[src/rtl/gpi_cond.sv]
// gpi_cond: input conditioner for eight active-low discrete pins.
// The pins are synchronised to wb_clk, each channel is debounced against a
// shared prescaled tick, and press/release strobes are raised in the same
// cycle as the debounced level changes.
module gpi_cond #(
  parameter int CLK_DIV = 50000,
  parameter int DB_CNT  = 4
) (
  input  logic       wb_clk,
  input  logic       wb_rst_n,
  input  logic [7:0] pin_i,
  output logic [7:0] gpi,
  output logic [7:0] fall,
  output logic [7:0] rise,
  output logic       tick
);

  localparam int PW = $clog2(CLK_DIV);
  localparam int CW = $clog2(DB_CNT + 1);
  localparam logic [PW-1:0] P_LAST = PW'(CLK_DIV - 1);
  localparam logic [CW-1:0] C_LAST = CW'(DB_CNT - 1);

  logic [7:0]    s1;
  logic [7:0]    s;
  logic [PW-1:0] pcnt;
  logic [CW-1:0] c [8];

  // Two-flop synchroniser; resets to the inactive (high) level.
  always_ff @(posedge wb_clk or negedge wb_rst_n) begin
    if (!wb_rst_n) begin
      s1 <= 8'hFF;
      s  <= 8'hFF;
    end else begin
      s1 <= pin_i;
      s  <= s1;
    end
  end

  // Prescaler wrapping at CLK_DIV-1; tick is registered so the first one
  // appears CLK_DIV cycles after reset release.
  always_ff @(posedge wb_clk or negedge wb_rst_n) begin
    if (!wb_rst_n) begin
      pcnt <= '0;
      tick <= 1'b0;
    end else if (pcnt == P_LAST) begin
      pcnt <= '0;
      tick <= 1'b1;
    end else begin
      pcnt <= pcnt + PW'(1);
      tick <= 1'b0;
    end
  end

  // Per-channel debounce: any agreement clears progress, DB_CNT mismatching
  // ticks commit the new level together with its event strobe.
  always_ff @(posedge wb_clk or negedge wb_rst_n) begin
    if (!wb_rst_n) begin
      gpi  <= 8'hFF;
      fall <= 8'h00;
      rise <= 8'h00;
      for (int i = 0; i < 8; i++) begin
        c[i] <= '0;
      end
    end else begin
      fall <= 8'h00;
      rise <= 8'h00;
      for (int i = 0; i < 8; i++) begin
        if (s[i] == gpi[i]) begin
          c[i] <= '0;
        end else if (tick && (c[i] == C_LAST)) begin
          gpi[i] <= s[i];
          c[i]   <= '0;
          if (s[i] == 1'b0) begin
            fall[i] <= 1'b1;
          end else begin
            rise[i] <= 1'b1;
          end
        end else if (tick) begin
          c[i] <= c[i] + CW'(1);
        end
      end
    end
  end

endmodule

[config.mk]
export PLATFORM = sky130hd
export DESIGN_NAME = gpi_cond
export DESIGN_NICKNAME = d
export VERILOG_FILES = /design/src/rtl/gpi_cond.sv
export SDC_FILE = /design/constraint.sdc
export NUM_CORES = 1
export LEC_CHECK = 0
export CAP_MARGIN = 10
export CORE_UTILIZATION = 45
export CTS_BUF_LIST = sky130_fd_sc_hd__clkbuf_4 sky130_fd_sc_hd__clkbuf_8
export CTS_CLUSTER_SIZE = 20
export DETAILED_ROUTE_END_ITERATION = 6
export GPL_ROUTABILITY_DRIVEN = 0
export PLACE_DENSITY = 0.66
export SLEW_MARGIN = 10
export SYNTH_ARGS = -nofsm -noshare
export SYNTH_HDL_FRONTEND = slang
export SYNTH_SLANG_ARGS = --single-unit
[constraint.sdc]
create_clock -name wb_clk -period 3.25 [get_ports wb_clk]
set_input_delay 0.65 -clock wb_clk [delete_from_list [all_inputs] [get_ports wb_clk]]
set_output_delay 0.65 -clock wb_clk [all_outputs]
set_load 0.02 [all_outputs]
# Yosys cells after proc, flatten, opt, wreduce, memory -nomap -nowiden
# Index checks and enable logic that the tools add are counted.
[classes]
eq_ne = 17
mux = 74
bitwise_logic = 8
n_addsub = 9
reduce_logical = 24
[op_table]
columns = ["op", "count"]
rows = [
  ["2-to-1 mux 3 bit", 24],
  ["2-to-1 mux 1 bit", 49],
  ["adder 3 x 1 -> 3 bit, second input constant", 8],
  ["== test 3 x 2 -> 1 bit, second input constant", 8],
  ["nonzero test 3 bit", 8],
  ["adder 16 x 1 -> 16 bit, second input constant", 1],
  ["== test 16 bit, second input constant", 1],
  ["2-to-1 mux 16 bit", 1],
  ["AND reduction 2 bit", 8],
  ["== test 1 bit", 8],
  ["logical AND 1 bit", 8],
  ["NOT 1 bit", 8],
]
[word_totals]
register_bits = 81
word_cells = 154

# Depth between registers and ports, before layout
[depth]
word_depth = 4
ltp_mapped = 5

# Worst setup path after synthesis
# Ideal clock, no wire load.
[synth_path]
kind = "reg-to-reg"
start = "register tick"
end = "register c[21] in the netlist's numbering"
t_required_ps = 3123
slack_ps = 1954
arrival_ps = 1169
path_stages_with_launch = 5
path_cell_list = "dfrtp_1 > buf_2 > buf_2 > mux2i_1 > nor2_1"
[synth_between]
elab_chain_cells = 3
elab_cells_between_ends = 4
classes_between = "mux (2); reduce/logical (2)"
[synth_rtl]
columns = ["item", "line", "text"]
rows = [
  ["start, declared", "15", "output logic tick"],
  ["start signal, assigned", "44", "tick <= 1'b0;"],
  ["start signal, assigned", "47", "tick <= 1'b1;"],
  ["start signal, assigned", "50", "tick <= 1'b0;"],
  ["logical AND 1 bit", "70", "end else if (tick && (c[i] == C_LAST)) begin"],
  ["2-to-1 mux 3 bit", "70", ""],
  ["2-to-1 mux 3 bit", "68", "if (s[i] == gpi[i]) begin"],
  ["end signal, assigned by index", "79", "c[i] <= c[i] + CW'(1);"],
  ["end, declared", "26", "logic [CW-1:0] c [8];"],
]
# Several ways; a longest one is shown, not always the timed one.
# A chain may end at the register's enable or synchronous reset.

# Worst setup path after layout
[layout_path]
start = "register gpi[1]"
end = "output gpi[1]"
[layout_lines]
columns = ["item", "line", "text"]
rows = [
  ["start, declared", "12", "output logic [7:0] gpi,"],
  ["start signal, assigned by index", "71", "gpi[i] <= s[i];"],
]
# No word-level cell between the ends.

==> out/qor.log <==
[run_status] outcome complete, no violations
[job] number of violations of the max-capacitance limit 0
[yosys] number of different library cells in the post-synthesis netlist 30
[timing] clock skew 0.0125 ns
[cts] total clock sinks 81
[grt] number of antenna violations at the first check in global routing 0
[grt] vias in the first global route 1837
[routing] total detailed-routing wirelength 4660 um
[timing] Setup WS post-layout 1.08 ns
[timing] final cycle utilization of the critical path 0.669
[routing] drt via density 4.84
[timing] number of endpoints with negative hold slack in the final report 0
[yosys] yosys synthesis warning count 0
[yosys] instance count of the mapped netlist 268
[placed_design] count of buffers from port buffering 34
[floorplanning] die area 7660 um2
[grt] wire length of the first global-routing pass 8250 um
[power_and_ir_drop] power per standard cell area 458 nW/um2
[layout] P&R area growth vs syn 19.7%
[floorplanning] chip height 87.5 um
[setup_path] chain of cells forming the critical path clkdlybuf4s50_1
[grt] maximum number of pins on one net before global-route repair 82
[cts] worst skew pair latency 0.34 ns
[placed_design] pre-CTS setup slack 1.44 ns
[grt] grt total ovfl 0
[cts] clk buf depth 2
[setup_path] biggest fanout along the worst timing path 5
[timing] setup repair after global routing missed its margin false
[routing] Post-DRT Antenna Nets 0
[setup_path] endpoint class of the critical path primary output
[setup_path] Crit path max-delay family buffers and inverters
[timing] minimum clock period after layout 2.17 ns
[routing] via total after detailed routing 1991
[layout] Inserted Diodes 0
[timing] final sum of negative setup slack 0 ns
[grt] aggregate global-route resource usage 0.141
[layout] Total Nets Final 329
[layout] number of inserted filler cells in the final layout 613
[setup_path] Worst Path Buf+Inv 1
[setup_path] worst path required time 2.60 ns
[cts] number of levels in the clock H-tree 3
[setup_path] CP Launch Type flop
[floorplanning] starting density of the core 0.474
[min_path] cell depth of the worst min-delay path 0
[cts] quantity of hold-fixing buffers added after cts 0
[min_path] min-delay src s1[2]
[routing] number of detailed-routing iterations run before antenna repair 4
[floorplanning] num rows 30
[setup_path] Slowest cell on crit path clkdlybuf4s50_1
[timing] setup-violating endpoint count in the final report 0
[setup_path] Worst Reg2Reg Path Length in Cells 4
[floorplanning] area of the placeable core 6940 um2
[routing] DRC errors left 0
[power_and_ir_drop] Leak Pwr 1.69 nW
[yosys] mean cell area of the mapped netlist 12.3 um2
[timing] Pins Over Slew Limit 0
[layout] proportion of layout cells with a drive suffix above 1 0.162
[setup_path] delay contributed by the slowest stage of the critical path 0.61 ns
[cts] Post-CTS Setup Inserts 0
[cts] clock root buffer clkbuf_8
[placed_design] estimated wirelength of the detail-placed design 3100 um
[cts] clock input transition at the sequential cells of the worst setup and hold paths 0.08 ns
[cts] total of cells resized after clock tree synthesis 0
[power_and_ir_drop] maximum vdd ir drop 206 uV
[setup_path] critical register-to-register path startpoint pcnt[0]
[yosys] sequential element share of the synthesized area 0.625
[timing] relative max-transition margin 0.362
[routing] WL per Instance 11.3 um
[setup_path] class of the most critical setup path flop to primary output
[cts] TritonCTS clock tree done
[setup_path] R2R Path End pcnt[1]
[layout] area used by sequential logic in the layout 2060 um2
[yosys] netlist area before placement 3290 um2
[timing] highest achievable clock rate 460 MHz
[floorplanning] horizontal die dimension 87.5 um
[yosys] synthesis-stage register bit count 81
[yosys] post-synthesis net count 287
[routing] number of violations reported at the end of detailed-routing iteration 0 110
[timing] slew at the pin closest to its max-slew limit 0.958 ns
[cts] clock buffer count from CTS 9
[floorplanning] number of top-level design ports 35
[min_path] worst hold endpoint s[2]
[layout] area of the multi-input gates 1190 um2
[min_path] kind of path behind the tightest hold check flop to flop
[setup_path] reg-to-reg setup timing slack 1.74 ns
[setup_path] data arrival time of the critical path 1.52 ns
==> worst max-delay path by stage <==
stage	depth (start not counted)	end	start	slack [ns]
final	1	gpi[1]	gpi[1]	1.08
after global routing	1	gpi[1]	gpi[1]	1.01
after floorplan	4	c[21]	tick	1.95
after CTS	1	gpi[1]	gpi[1]	1.05
after detailed placement	1	gpi[1]	gpi[1]	1.44
after global placement	1	gpi[4]	gpi[4]	1.45
==> cell families after synthesis <==
group | synth area share
compound gates | 0.0106
xor+xnor | 0.0586
simple gates | 0.212
buf+inv | 0.0114
flops | 0.625
fa+ha+maj | 0.0342
mux | 0.0475
==> area by class of cell <==
| cell class | instances | share of cell area |
|---|---|---|
| clock buffer | 12 | 0.0388 |
| clock inverter | 4 | 0.0133 |
| inverter | 4 | 0.00381 |
| multi-input combinational | 179 | 0.303 |
| sequential | 81 | 0.522 |
| tap | 96 | 0.0305 |
| timing repair buffer | 35 | 0.0877 |
==> layer usage <==
layer  global-route usage  vias up  wire [um]
li1                     -      992          -
met1                0.192      959       2370
met2                0.214       33       2060
met3               0.0427        7        178
met4               0.0537        0         51
met5                    0        -          0
==> stage by stage <==
stage / power, mW / std cells / util / hold WS (ns) / area [um2]
after floorplan: 1.06 / 268 / - / 0.345 / 3290
after global placement: 1.09 / 395 / 0.537 / 0.346 / 3730
after detailed placement: 1.09 / 395 / 0.537 / 0.347 / 3730
after CTS: 1.83 / 411 / 0.567 / 0.359 / 3940
after global routing: 1.88 / 411 / 0.567 / 0.359 / 3940
final: 1.80 / 411 / 0.567 / 0.358 / 3940
==> state kept, by name, indices dropped and copies added, names as in the netlist <==
register / flops
pcnt: 16
c: 24
gpi: 8
fall: 8
s: 8
s1: 8
tick: 1
rise: 8
==> power breakdown <==
part           total, mW  leakage [nW]  internal [mW]  switching, mW
combinational     0.0373         0.551         0.0137         0.0237
clock              0.731         0.107          0.395          0.336
sequential          1.03          1.03           1.03        0.00724
total               1.80          1.69           1.43          0.367
==> cells in the final DEF, fill, tap and decap left out, types with 3 or more instances in the layout <==
cell             synthesis  layout
dfrtp_1                 57      57
nor2_1                  34      34
clkdlybuf4s50_1          0      33
nand2_1                 29      29
dfstp_2                 24      24
xnor2_1                 16      16
mux2i_1                 10      10
clkbuf_8                 0      10
nor4b_1                  9       9
nand2b_1                 9       9
ha_1                     9       9
nor3_1                   8       8
nor3b_1                  8       8
nand3_1                  7       7
a21oi_1                  7       7
xor2_1                   6       6
mux2_2                   5       5
inv_1                    4       4
nand3b_1                 4       4
or2_1                    3       3
and3b_1                  3       3
==> cells in the mapped netlist <==
library cell | instances | area [um2]
xnor2_1 | 16 | 140
xor2_1 | 6 | 52.6
nor4_4 | 1 | 21.3
a21oi_1 | 7 | 35.0
dfstp_2 | 24 | 631
nor4b_1 | 9 | 78.8
nand4_2 | 1 | 12.5
buf_4 | 1 | 7.51
nand2_1 | 29 | 109
inv_1 | 4 | 15.0
nand3b_1 | 4 | 30.0
dfrtp_1 | 57 | 1430
buf_2 | 3 | 15.0
nor4_1 | 2 | 12.5
and3_1 | 1 | 6.26
or2_1 | 3 | 18.8
nor2_1 | 34 | 128
mux2_2 | 5 | 56.3
nor3b_1 | 8 | 60.1
nand4_1 | 2 | 12.5
and4_1 | 1 | 8.76
nor2b_1 | 2 | 12.5
and3b_1 | 3 | 26.3
nor3_1 | 8 | 40.0
mux2i_1 | 10 | 100
ha_1 | 9 | 113
nor4_2 | 1 | 12.5
nand2b_1 | 9 | 56.3
nand3_4 | 1 | 17.5
nand3_1 | 7 | 35.0
(Power assumes the default switching activity.)
